File: config.mk
export PLATFORM = sky130hd
export DESIGN_NAME = output_port_flat
export DESIGN_NICKNAME = d
export VERILOG_FILES = /design/src/rtl/output_port_if.sv /design/src/rtl/output_port.sv /design/src/flat_wrapper.sv
export SDC_FILE = /design/constraint.sdc
export NUM_CORES = 1
export LEC_CHECK = 0
export ABC_AREA = 1
export ABC_CLOCK_PERIOD_IN_PS = 2000
export BUFFER_PORTS_ARGS = -buffer_cell sky130_fd_sc_hd__buf_2
export CAP_MARGIN = 20
export CORE_UTILIZATION = 54
export DETAILED_ROUTE_END_ITERATION = 6
export GPL_TIMING_DRIVEN = 0
export HOLD_SLACK_MARGIN = 0.15
export PLACE_DENSITY = 0.9
export RECOVER_POWER = 50
export SYNTH_ARGS = -nofsm -noshare
export SYNTH_HDL_FRONTEND = slang
export SYNTH_SLANG_ARGS = --single-unit
File: constraint.sdc
create_clock -name clk -period 2 [get_ports clk]
set_input_delay 0.2 -clock clk [delete_from_list [all_inputs] [get_ports clk]]
set_output_delay 0.2 -clock clk [all_outputs]
set_load 0.005 [all_outputs]
File: src/rtl/output_port_if.sv
// Flit/credit types shared by the router, plus the bundle of link-side
// signals that connect the crossbar and downstream router to output_port.
//
// noc_params      : flit_label_t (HEAD/BODY/TAIL/HEADTAIL) and flit_t.
// output_port_if  : valid_i/flit_i/vc_i    flit offered by the crossbar
//                   credit_valid_i/_vc_i   credit returned from downstream
//                   valid_o/flit_o/vc_o    registered flit on the link
//                   credit_avail_o         per-VC "credits > 0"
//                   vc_free_o              per-VC "VC is IDLE"
//                   error_o                one-cycle protocol-violation pulse
//   modport slave  : the output_port side
//   modport master : the crossbar/downstream side (or a testbench)

package noc_params;
   typedef enum logic [1:0] {HEAD, BODY, TAIL, HEADTAIL} flit_label_t;

   typedef struct packed {
      flit_label_t flit_label;
      logic [15:0] data;
   } flit_t;
endpackage

interface output_port_if #(parameter int VC_NUM = 2) ();
   import noc_params::*;

   localparam int VC_W = (VC_NUM > 1) ? $clog2(VC_NUM) : 1;

   logic              valid_i;
   flit_t             flit_i;
   logic [VC_W-1:0]   vc_i;
   logic              credit_valid_i;
   logic [VC_W-1:0]   credit_vc_i;
   logic              valid_o;
   flit_t             flit_o;
   logic [VC_W-1:0]   vc_o;
   logic [VC_NUM-1:0] credit_avail_o;
   logic [VC_NUM-1:0] vc_free_o;
   logic              error_o;

   modport slave (
      input  valid_i, flit_i, vc_i, credit_valid_i, credit_vc_i,
      output valid_o, flit_o, vc_o, credit_avail_o, vc_free_o, error_o
   );

   modport master (
      output valid_i, flit_i, vc_i, credit_valid_i, credit_vc_i,
      input  valid_o, flit_o, vc_o, credit_avail_o, vc_free_o, error_o
   );
endinterface

File: src/rtl/output_port.sv
// Router output port: credit-based flow control towards the downstream
// input port, one packet-tracking FSM per virtual channel, and a
// registered flit stage onto the link.
//
// Ports:
//   clk     : single clock, rising edge
//   rst     : asynchronous, active-high reset
//   port_if : output_port_if.slave (see rtl/output_port_if.sv)
//
// Parameters:
//   VC_NUM      : virtual channels on the outgoing link
//   BUFFER_SIZE : downstream per-VC buffer depth (initial credits per VC)

module output_port
   import noc_params::*;
#(
   parameter int VC_NUM      = 2,
   parameter int BUFFER_SIZE = 8
) (
   input  logic         clk,
   input  logic         rst,
   output_port_if.slave port_if
);

   localparam int VC_W  = (VC_NUM > 1) ? $clog2(VC_NUM) : 1;
   localparam int CNT_W = $clog2(BUFFER_SIZE + 1);
   localparam logic [CNT_W-1:0] FULL = CNT_W'(BUFFER_SIZE);

   typedef enum logic [1:0] {IDLE, ACTIVE, DRAINING} vc_state_t;

   logic [CNT_W-1:0] credit_q [VC_NUM];
   logic [CNT_W-1:0] credit_d [VC_NUM];
   vc_state_t        state_q  [VC_NUM];
   vc_state_t        state_d  [VC_NUM];

   logic            accept;
   logic            error_d;
   logic [VC_NUM-1:0] acc_v;
   logic [VC_NUM-1:0] ret_v;

   logic            valid_q;
   flit_t           flit_q;
   logic [VC_W-1:0] vc_q;
   logic            error_q;

   flit_label_t label;
   assign label = port_if.flit_i.flit_label;

   // State register: credit counters and per-VC FSMs.
   // NOTE: these arrays are only VC_NUM entries of control state, so they are
   // reset like ordinary flops; a reset-free RAM style would leave the credit
   // counts undefined after reset.
   always_ff @(posedge clk or posedge rst) begin
      if (rst) begin
         for (int v = 0; v < VC_NUM; v++) begin
            credit_q[v] <= FULL;
            state_q[v]  <= IDLE;
         end
      end else begin
         for (int v = 0; v < VC_NUM; v++) begin
            credit_q[v] <= credit_d[v];
            state_q[v]  <= state_d[v];
         end
      end
   end

   // Next-state logic: accept decision, credit arithmetic, FSM transitions
   // and the merged error condition.
   // NOTE: every signal written here gets a default first, so no path through
   // the case statements can leave one unassigned and infer a latch.
   always_comb begin
      accept  = port_if.valid_i && (credit_q[port_if.vc_i] != '0);
      // A flit offered with no credit is dropped and flagged.
      error_d = port_if.valid_i && !accept;
      acc_v   = '0;
      ret_v   = '0;
      for (int v = 0; v < VC_NUM; v++) begin
         acc_v[v]    = accept && (port_if.vc_i == VC_W'(v));
         ret_v[v]    = port_if.credit_valid_i && (port_if.credit_vc_i == VC_W'(v));
         credit_d[v] = credit_q[v];
         state_d[v]  = state_q[v];

         // Accept and return on the same VC cancel out.
         if (acc_v[v] && !ret_v[v]) begin
            credit_d[v] = credit_q[v] - 1'b1;
         end else if (ret_v[v] && !acc_v[v]) begin
            if (credit_q[v] == FULL) error_d = 1'b1;   // credit overflow, hold
            else                     credit_d[v] = credit_q[v] + 1'b1;
         end

         // Violating labels are still forwarded; only the FSM ignores them.
         if (acc_v[v]) begin
            unique case (state_q[v])
               IDLE: begin
                  if      (label == HEAD)     state_d[v] = ACTIVE;
                  else if (label == HEADTAIL) state_d[v] = DRAINING;
                  else                        error_d = 1'b1;
               end
               ACTIVE, DRAINING: begin
                  if (label == HEAD || label == HEADTAIL) error_d = 1'b1;
                  else if (state_q[v] == ACTIVE && label == TAIL)
                     state_d[v] = DRAINING;
               end
               default: state_d[v] = IDLE;
            endcase
         end

         // Packet fully drained once every downstream slot is free again,
         // judged on the count this edge will load.
         if (state_q[v] == DRAINING && credit_d[v] == FULL) state_d[v] = IDLE;
      end
   end

   // Output logic: allocator status from registered state only.
   always_comb begin
      port_if.credit_avail_o = '0;
      port_if.vc_free_o      = '0;
      for (int v = 0; v < VC_NUM; v++) begin
         port_if.credit_avail_o[v] = (credit_q[v] != '0);
         port_if.vc_free_o[v]      = (state_q[v] == IDLE);
      end
   end

   // Registered link stage; flit_o/vc_o hold their last value when idle.
   // NOTE: sequential state uses non-blocking assignments so every flop
   // samples the pre-edge values regardless of statement order.
   always_ff @(posedge clk or posedge rst) begin
      if (rst) begin
         valid_q <= 1'b0;
         flit_q  <= '0;
         vc_q    <= '0;
         error_q <= 1'b0;
      end else begin
         valid_q <= accept;
         error_q <= error_d;
         if (accept) begin
            flit_q <= port_if.flit_i;
            vc_q   <= port_if.vc_i;
         end
      end
   end

   assign port_if.valid_o = valid_q;
   assign port_if.flit_o  = flit_q;
   assign port_if.vc_o    = vc_q;
   assign port_if.error_o = error_q;

endmodule

File: src/flat_wrapper.sv
// flat-port wrapper written by rule: the top's interface ports become plain ports
module output_port_flat import noc_params::*;
#(
   parameter int VC_NUM      = 2,
   parameter int BUFFER_SIZE = 8
)
  (clk, rst, port_if_valid_i, port_if_flit_i, port_if_vc_i, port_if_credit_valid_i, port_if_credit_vc_i, port_if_valid_o, port_if_flit_o, port_if_vc_o, port_if_credit_avail_o, port_if_vc_free_o, port_if_error_o);
  output_port_if #(.VC_NUM(VC_NUM)) port_if_i ();
  input  logic clk;
  input  logic rst;
  input wire logic [$bits(port_if_i.valid_i)-1:0] port_if_valid_i;
  input wire logic [$bits(port_if_i.flit_i)-1:0] port_if_flit_i;
  input wire logic [$bits(port_if_i.vc_i)-1:0] port_if_vc_i;
  input wire logic [$bits(port_if_i.credit_valid_i)-1:0] port_if_credit_valid_i;
  input wire logic [$bits(port_if_i.credit_vc_i)-1:0] port_if_credit_vc_i;
  output wire logic [$bits(port_if_i.valid_o)-1:0] port_if_valid_o;
  output wire logic [$bits(port_if_i.flit_o)-1:0] port_if_flit_o;
  output wire logic [$bits(port_if_i.vc_o)-1:0] port_if_vc_o;
  output wire logic [$bits(port_if_i.credit_avail_o)-1:0] port_if_credit_avail_o;
  output wire logic [$bits(port_if_i.vc_free_o)-1:0] port_if_vc_free_o;
  output wire logic [$bits(port_if_i.error_o)-1:0] port_if_error_o;
  assign port_if_i.valid_i = port_if_valid_i;
  assign port_if_i.flit_i = port_if_flit_i;
  assign port_if_i.vc_i = port_if_vc_i;
  assign port_if_i.credit_valid_i = port_if_credit_valid_i;
  assign port_if_i.credit_vc_i = port_if_credit_vc_i;
  assign port_if_valid_o = port_if_i.valid_o;
  assign port_if_flit_o = port_if_i.flit_o;
  assign port_if_vc_o = port_if_i.vc_o;
  assign port_if_credit_avail_o = port_if_i.credit_avail_o;
  assign port_if_vc_free_o = port_if_i.vc_free_o;
  assign port_if_error_o = port_if_i.error_o;
  output_port #(.VC_NUM(VC_NUM), .BUFFER_SIZE(BUFFER_SIZE)) u_core (.clk(clk), .rst(rst), .port_if(port_if_i));
endmodule
==> out/metrics.yaml, run 1 <==
placed_design:
  io_buffer_count: 48
  place_inst: 359
  place_congestion: 0.871
  dp_hpwl_um: 3240
worst_setup_path:
  cp_common_cell: "nand3_1"
  startpoint: "u_core.credit_q[0]"
  r2r_setup_slack_ps: 230
  critPathKind: "reg -> reg"
  startpoint_type: "flip-flop"
  crit_arrival_ps: 1930
  slowest_delay_ps: 460
  reg2reg_from: "u_core.credit_q[0]"
  path_cells: "inv_1 -> ha_1 -> nand3_1 -> xor2_1 -> nand3_1 -> nand2_1 -> nand2_1 -> nand3_1 -> nor2_1 -> a21oi_1"
  slowest_stage: "dfrtp_1"
  endpoint_kind: "flip-flop"
  critical_path.max_fanout: 6
  crit_required_ps: 2160
  r2r-end: "u_core.state_q[0]"
  rr_worst_depth: 10
routing:
  drt_iter0_markers: 139
  postRouteAntennaNets: 0
  avgViaCountPerCell: 5.13
  wl_per_cell_um: 14.3
  detail_route.first_pass.iterations: 4
  wirelength_um: 5490
  drc_errors: 0
  vias: 1969
sta:
  post-route-period-util_pct: 88.4
  hold_viol: 0
  final.min_clock_period_ps: 1770
  tightest_slew_ps: 560
  setup-tns-final_ps: 0
  finalMaxSlewViolations: 0
  clock_skew_ps: 15.3
  slew_headroom_pct: 62.5
  setup_viol: 0
  timing.fmax_mhz: 566
  rsz0062_at_grt: "false"
floorplan:
  die_x_um: 64.3
  initial_core_util_pct: 56.8
  dieArea_mm2: 0.00413
  fp.dieH_um: 64.3
  io_pins: 49
  rows: 22
  design.core.area_mm2: 0.00369
clock_tree:
  hold_buffers: 17
  htreeDepth: 2
  clock_tree.root_cell: "clkbuf_8"
  cts.repair.resized: 0
  clk_pin_slew_ps: 80
  cts_tree: "built"
  clock_path_buffers: 2
  cts_setup_buffers: 0
  clock_latency_ps: 290
  cts.sinks: 33
  cts_buffers: 5
final_layout:
  insertedDiodeCount: 0
  mostFrequentLayoutCell: "nand2_1"
  drive_gt1_share_pct: 23.2
  layout.cells.non_filler: 384
  nets: 376
  area_delta_synth_final_pct: 27.2
  layout_common_cells: "94 x nand2_1, 42 x buf_2, 31 x dfrtp_1, 29 x inv_1"
hold_path:
  min-delay-start: "port_if_flit_i[17]"
  min_path_cells: 3
  min_path_type: "in -> reg"
  hold_path_end: "u_core.port_if.flit_o[17]"
grt:
  antenna_found_initial: 0
  grt-ovfl-total: 0
  grt_start_max_net_pins: 23
  grt_pass1_wl_um: 9040
  grt_usage_pct: 29.1
  grt_pass1_vias: 1947
yosys:
  syn-mean-instance-area_um2: 7.99
  synth_nets: 303
  synth_seq_cells: 33
  ys_seq_area_share_pct: 39.6
  yosysUniqueCellTypes: 31
  yosysWarnings: 0
  synthCells: 262
  synth.cell_area_mm2: 0.00209
pwr:
  vdd_drop_max_v: 0.000799
  power.leakage_nw: 1.45
  powerDensity_mw_per_mm2: 1160
job:
  drv_cap: 0
outcome:
  status: "finished, final reports clean"
[cell type report]
class                      count  area (um^2)
fill                         279         1030
multi-input combinational    192         1100
clock inverter                 2         10.0
inverter                      32          123
timing repair buffer          66          427
tap                           48         60.1
sequential                    33          828
clock buffer                   6         72.6
buffer                         5         37.5
[cell usage after synthesis]
library cell | n | share of area [%]
nand2_1 | 94 | 17
dfrtp_1 | 31 | 37
inv_1 | 29 | 5.2
ha_1 | 17 | 10
nand3_1 | 17 | 4.1
a21oi_1 | 9 | 2.2
nor2_1 | 9 | 1.6
xor2_1 | 9 | 3.8
o21ai_0 | 6 | 1.4
nor2_2 | 5 | 1.5
nand2_2 | 4 | 1.2
o21ai_1 | 4 | 0.96
buf_2 | 3 | 0.72
nor2_4 | 3 | 1.6
buf_6 | 2 | 1.1
dfstp_2 | 2 | 2.5
inv_2 | 2 | 0.36
nand2_4 | 2 | 1.1
nand3_4 | 2 | 1.7
a31oi_1 | 1 | 0.30
inv_4 | 1 | 0.30
nand3_2 | 1 | 0.48
nand3b_1 | 1 | 0.36
nand4_1 | 1 | 0.30
nand4_4 | 1 | 1.0
nor3_1 | 1 | 0.24
nor3b_1 | 1 | 0.36
o211ai_1 | 1 | 0.36
o211ai_2 | 1 | 0.60
o21ai_2 | 1 | 0.42
or2_2 | 1 | 0.30
[metal layers]
metal | GRT usage (%) | share of wire, % | up-vias
met5 | 0 | 0 | -
met4 | 12.8 | 3.1 | 0
met3 | 5.71 | 4.5 | 17
met2 | 51.7 | 54 | 67
met1 | 33.4 | 38 | 921
li1 | - | - | 964
[flip-flops by register name (all words and copies together), names as in the netlist]
signal	cells
u_core.port_if.valid_o	1
u_core.port_if.flit_o	18
u_core.port_if.error_o	1
u_core.state_q	4
u_core.port_if.vc_o	1
u_core.credit_q	8
[power by group]
part           switching, mW  total (mW)  internal (mW)
combinational          0.892        1.51          0.621
clock                  0.247       0.488          0.241
sequential             0.198        1.08          0.883
total                   1.34        3.08           1.75
[worst max path at each step]
stage,endpoint,slack (ps)
final,u_core.state_q[0],230
after CTS,u_core.state_q[1],240
after detailed placement,u_core.state_q[1],270
after global placement,u_core.state_q[0],360
after global routing,u_core.state_q[0],90
after floorplan,u_core.state_q[2],510
[through the flow]
stage	worst slack [ps]	utilization, %	instance area, um^2	hold slack, ps	power [mW]
finish	232	72.2	2660	258	3.08
global route	88.2	72.2	2660	267	3.33
CTS	242	72.5	2670	217	3.04
detailed placement	271	65.6	2420	255	2.52
global placement	364	64.9	2390	393	2.44
floorplan	510	-	2090	310	2.12
[logic make-up (layout without fill, tap and decap cells)]
logic type	Yosys count	count (layout)	share of synthesized area (%)
and+or+nand+nor	143	143	32.6
buffers and inverters	37	111	7.65
DFF	33	33	39.6
AOI/OAI and AO/OA	23	23	6.22
adders and majority gates	17	17	10.2
xor gates and xnor gates	9	9	3.77
[critical path, delay by kind of cell, from the launching register on]
family	cells	cell delay [ps]
and+or+nand+nor	6	580
DFF	1	460
adders and majority gates	1	190
xor gates and xnor gates	1	180
buffers and inverters	1	140
AOI/OAI and AO/OA	1	100
Power figures use the tool's default switching activity.
==> run 2: changes to the inputs <==
CORE_ASPECT_RATIO = 2   (was unset)
==> run 2 against run 1 <==
Worst setup slack gained 16 ps. Sequential power is essentially flat. Non-clock buffer count is the same. Maximum frequency grew 0.93%. Flip-flop and latch count is the same. Highest routed layer unchanged.
==> out/metrics.yaml, run 2 (synthesis results as in run 1) <==
routing:
  avgViaCountPerCell: 5.01
  detail_route.first_pass.iterations: 4
  drt_iter0_markers: 56
  wirelength_um: 5040
  drc_errors: 0
  vias: 1927
  wl_per_cell_um: 13.1
  postRouteAntennaNets: 0
grt:
  grt-ovfl-total: 0
  grt_pass1_vias: 1959
  grt_start_max_net_pins: 25
  antenna_found_initial: 0
  grt_pass1_wl_um: 8730
  grt_usage_pct: 29.2
clock_tree:
  clk_pin_slew_ps: 70
  cts.repair.resized: 0
  cts_buffers: 5
  clock_path_buffers: 2
  clock_latency_ps: 300
  htreeDepth: 2
  cts.sinks: 33
  clock_tree.root_cell: "clkbuf_8"
  cts_tree: "built"
pwr:
  vdd_drop_max_v: 0.000829
  power.leakage_nw: 1.45
  p_seq_share_pct: 35.4
  swShare_pct: 42.8
  clkPwrFrac_pct: 16.0
  power_frac_comb_pct: 48.6
  intPower_mw: 1.74
  powerDensity_mw_per_mm2: 1140
  power.switching_mw: 1.31
  finalPower_mw: 3.05
outcome:
  status: "finished, final reports clean"
sta:
  slew_headroom_pct: 62.8
  rsz0062_at_grt: "false"
  tightest_slew_ps: 556
  setup_viol: 0
  final.min_clock_period_ps: 1750
  hold_ws_ps: 214
  setup-tns-final_ps: 0
  hold_viol: 0
  post-route-period-util_pct: 87.6
  clock_skew_ps: 9.56
  finalMaxSlewViolations: 0
  timing.fmax_mhz: 571
final_layout:
  area_delta_synth_final_pct: 27.3
  final_util_pct: 73.1
  largest_register_ff_count: 18
  seq_area_um2: 828
  mostFrequentLayoutCell: "nand2_1"
  multiInputGateArea_mm2: 0.00110
  layout_common_cells: "94 x nand2_1, 43 x buf_2, 31 x dfrtp_1, 29 x inv_1"
  final_area_mm2: 0.00267
  fill_cells: 288
  insertedDiodeCount: 0
  nets: 376
  drive_gt1_share_pct: 23.5
floorplan:
  rows: 31
  fp.dieH_um: 90.1
  design.core.area_mm2: 0.00365
  dieArea_mm2: 0.00414
  io_pins: 49
  initial_core_util_pct: 57.4
  die_x_um: 46.0
worst_setup_path:
  startpoint_type: "flip-flop"
  endpoint_kind: "flip-flop"
  crit_required_ps: 2220
  path_cells: "inv_1 -> ha_1 -> nand3_1 -> xor2_1 -> nand3_1 -> nand2_1 -> nand2_1 -> nand3_1 -> nor2_1 -> a21oi_1"
  cp_common_cell: "nand3_1"
  crit_arrival_ps: 1970
  critical_path.max_fanout: 6
  slowest_stage: "dfrtp_1"
  slowest_delay_ps: 470
  critPathKind: "reg -> reg"
placed_design:
  place_congestion: 0.868
  dpl_cell_area_mm2: 0.00242
  dp_hpwl_um: 3530
  io_buffer_count: 48
job:
  drv_cap: 0
hold_path:
  min_path_type: "in -> reg"
[run 2: power by group through the flow]
| stage | Combinational, mW | Clock [mW] | Sequential (mW) |
|---|---|---|---|
| 5_1_grt | 1.70 | 0.516 | 1.11 |
| 3_5_place_dp | 1.44 | 0 | 1.08 |
| 2_1_floorplan | 1.06 | 0 | 1.05 |
| 4_1_cts | 1.48 | 0.486 | 1.07 |
| 3_3_place_gp | 1.39 | 0 | 1.07 |
| 6_report | 1.48 | 0.488 | 1.08 |
[run 2: per-layer routing]
| layer | wire length, um | vias to the layer above | GRT usage (%) | share of wire, % |
|---|---|---|---|---|
| li1 | - | 965 | - | - |
| met2 | 2960 | 36 | 50.5 | 59 |
| met3 | 127 | 18 | 4.62 | 2.5 |
| met5 | 0 | - | 0 | 0 |
| met4 | 223 | 0 | 15.0 | 4.4 |
| met1 | 1730 | 908 | 31.7 | 34 |
[run 2: area by class of cell]
cell class,instances,area share (%)
clock buffers,6,2.72
plain buffers,5,1.41
clock inverters,2,0.376
multi-input cells,192,41.5
repair buffers,66,16.1
flip-flops and latches,33,31.1
inverters,32,4.60
well taps,49,2.30
[run 2: final timing paths]
check	end	slack, ps	cells past startpoint	from
max	u_core.state_q[0]	250	10	u_core.credit_q[0]
min	u_core.port_if.flit_o[17]	210	3	port_if_flit_i[17]
max reg2reg	u_core.state_q[0]	250	10	u_core.credit_q[0]
min reg2reg	u_core.port_if.flit_o[7]	480	2	u_core.port_if.flit_o[7]
max in group asynchronous	u_core.credit_q[3]	990	4	rst
min in group asynchronous	u_core.credit_q[1]	470	3	rst
[run 2: timing repair]
action,in CTS,in global routing
buffers inserted,0,0
hold buffers,17,0
endpoints found under the hold margin,24,0
[run 2: metrics by stage]
step                cells  setup WS (ps)
global placement      359            351
floorplan             262            510
detailed placement    360            280
finish                385            249
CTS                   385            258
global route          385           73.9
[run 2: critical path: cells and delay by family (launching register included)]
family	cells	cell delay, ps
AO/OA/AOI/OAI	1	140
buffers and inverters	1	120
flip-flops	1	470
adder cells (fa/ha/maj)	1	230
XOR/XNOR	1	190
AND/OR/NAND/NOR	6	520
==> run 3: changes to the inputs <==
ABC_AREA = 0   (was 1)
==> run 3 against run 2 <==
The flow now finishes with violations (setup timing). Clock skew is 3.5 ps lower. Via count is 5.4% higher. Largest power group unchanged. Highest routed layer unchanged. Clock power is 37% higher. Sequential power is 11% higher. Wire length is 29% higher. Sequential share of layout area is 1.6 points lower. Final cell count is 14% lower. Hold slack worse by 69 ps. First-iteration DRC count is 77% higher.
==> out/metrics.yaml, run 3 <==
worst_setup_path:
  slowest_delay_ps: 480
  critPathBufInv: 1
  path_cells: "inv_1 -> ha_4 -> or3b_2 -> nand4_1 -> mux2_2 -> a31oi_1"
  endpoint_kind: "flip-flop"
  startpoint: "u_core.state_q[2]"
  startpoint_type: "flip-flop"
  critical_path.max_fanout: 4
  crit_arrival_ps: 2230
  critPathKind: "reg -> reg"
  reg2reg_from: "u_core.state_q[2]"
  cp_top_family: "simple AND/OR/NAND/NOR gates"
  crit_required_ps: 2210
  slowest_stage: "or3b_2"
yosys:
  synth-simple-area-share_pct: 15.5
  synth_seq_cells: 33
  synth.area.top_cells: "dfrtp_1 36%, ha_1 10%, mux2_4 9.8%"
  synth_commonest_cells: "31 x dfrtp_1, 17 x ha_1, 17 x inv_1"
  yosysMostFrequentCell: "dfrtp_1"
  yosysUniqueCellTypes: 54
  synth.top_cell.area_share_pct: 36.3
  synth_xor_area_share_pct: 0
  ys.flop_type: "dfrtp_1"
  synth.cell_area_mm2: 0.00214
  synth_compound_area_share_pct: 16.9
  synth_nets: 243
  syn-mean-instance-area_um2: 10.6
  yosysWarnings: 0
  synth.largest_area_cell: "dfrtp_1"
  async_flop_share_pct: 100
  muxShareOfSynthArea_pct: 11.9
  synthCells: 202
  synth_top_family_by_area: "compound AO/OA/AOI/OAI gates"
  synth_edf_count: 0
  ys_seq_area_share_pct: 38.8
  synth_fa_ha_area_share_pct: 9.95
sta:
  worst_slack_ps: -15.1
  finalMaxSlewViolations: 0
  slew_headroom_pct: 63.9
  tightest_slew_ps: 541
  clock_skew_ps: 6.09
  final.min_clock_period_ps: 2020
  setup-tns-final_ps: -29.8
  timing.fmax_mhz: 496
  post-route-period-util_pct: 101
  hold_ws_ps: 145
  rsz0062_at_grt: "true"
  hold_viol: 0
  setup_viol: 2
floorplan:
  io_pins: 49
  initial_core_util_pct: 56.2
  dieArea_mm2: 0.00423
  design.core.area_mm2: 0.00380
  rows: 32
  die_x_um: 46.5
  fp.dieH_um: 91.0
final_layout:
  drive_gt1_share_pct: 34.9
  final_area_mm2: 0.00281
  largest_register_ff_count: 18
  insertedDiodeCount: 0
  area_delta_synth_final_pct: 31.7
  layout_common_cells: "32 x buf_2, 30 x dfrtp_1, 20 x clkbuf_1, 17 x inv_1"
  layout.cells.non_filler: 332
  nets: 321
  final_util_pct: 74.0
  mostFrequentLayoutCell: "buf_2"
pwr:
  power.leakage_nw: 1.32
  power_frac_comb_pct: 54.2
  finalPower_mw: 4.06
  powerDensity_mw_per_mm2: 1440
  intPower_mw: 2.45
  clkPwrFrac_pct: 16.4
  p_seq_share_pct: 29.4
  swShare_pct: 39.8
  power.switching_mw: 1.62
  vdd_drop_max_v: 0.000989
grt:
  antenna_found_initial: 0
  grt_pass1_wl_um: 9270
  grt_start_max_net_pins: 23
  grt-ovfl-total: 0
  grt_usage_pct: 31.0
  grt_pass1_vias: 1998
routing:
  avgViaCountPerCell: 6.12
  postRouteAntennaNets: 0
  drc_errors: 0
  drt_iter0_markers: 99
  detail_route.first_pass.iterations: 4
  wl_per_cell_um: 19.6
  wirelength_um: 6500
  vias: 2032
hold_path:
  min_path_type: "in -> reg"
  min-delay-start: "port_if_flit_i[5]"
job:
  drv_cap: 0
placed_design:
  io_buffer_count: 48
  pre_cts_ws_ps: -150
  place_inst: 302
  place_congestion: 0.881
  dpl_cell_area_mm2: 0.00247
  dp_hpwl_um: 4010
clock_tree:
  clk_pin_slew_ps: 70
  cts_tree: "built"
  clock_latency_ps: 290
  clock_path_buffers: 2
  cts.sinks: 33
  cts_buffers: 5
  clock_tree.root_cell: "clkbuf_8"
  htreeDepth: 2
outcome:
  violations: "setup timing"
  status: "finished with violations"
run 3: power by group through the flow:
| stage | registers, mW | logic, mW | clock network (mW) |
|---|---|---|---|
| floorplan | 1.14 | 1.23 | 0 |
| global placement | 1.12 | 1.73 | 0 |
| detailed placement | 1.15 | 1.80 | 0 |
| CTS | 1.16 | 2.00 | 0.655 |
| global route | 1.22 | 2.37 | 0.698 |
| finish | 1.20 | 2.20 | 0.668 |
run 3: path summary, 6_finish.rpt:
kind                                        endpoint  slack (ps)  cells after the start
min in group asynchronous          u_core.state_q[0]         470                      3
setup / recovery                   u_core.state_q[2]         -20                      6
hold reg to reg            u_core.port_if.flit_o[17]         490                      2
max in group asynchronous         u_core.credit_q[3]         620                      4
hold / removal              u_core.port_if.flit_o[5]         150                      2
setup reg to reg                   u_core.state_q[2]         -20                      6
run 3: cell families (layout without fill, tap and decap cells):
| kind of cell | Yosys count | in the layout |
|---|---|---|
| flip-flops | 33 | 33 |
| AND/OR/NAND/NOR | 58 | 58 |
| AO/OA/AOI/OAI | 48 | 48 |
| multiplexers | 18 | 18 |
| adder cells (fa/ha/maj) | 17 | 17 |
| buffers and inverters | 28 | 107 |
run 3: cell type report:
| type | count | area [um^2] |
|---|---|---|
| multi-input combinational | 141 | 1230 |
| inverter | 17 | 63.8 |
| sequential | 33 | 830 |
| timing repair buffer | 76 | 465 |
| buffer | 6 | 47.5 |
| clock inverter | 1 | 30.0 |
| fill | 238 | 990 |
| tap | 51 | 63.8 |
| clock buffer | 7 | 86.3 |
run 3: per-layer routing:
layer	global-route usage, %	wire length [um]	up-vias
li1	-	-	890
met1	27.3	2090	979
met2	56.0	3670	132
met3	6.96	422	31
met4	19.4	305	0
met5	0	0	-
run 3: worst register-to-register path, stage by stage, from the launching register on:
cell and delay, ps:
dfrtp_1 410, inv_1 180, ha_4 190, or3b_2 480
nand4_1 160, mux2_2 360, a31oi_1 150
run 3: timing repair:
| item | in CTS | in global routing |
|---|---|---|
| hold buffers | 6 | 2 |
| endpoints found under the hold margin | 15 | 2 |
| pin swaps | 6 | 12 |
| setup buffers | 10 | 9 |
| setup endpoints to repair | 16 | 15 |
| resized for setup | 10 | 12 |
| cloned | 1 | 0 |
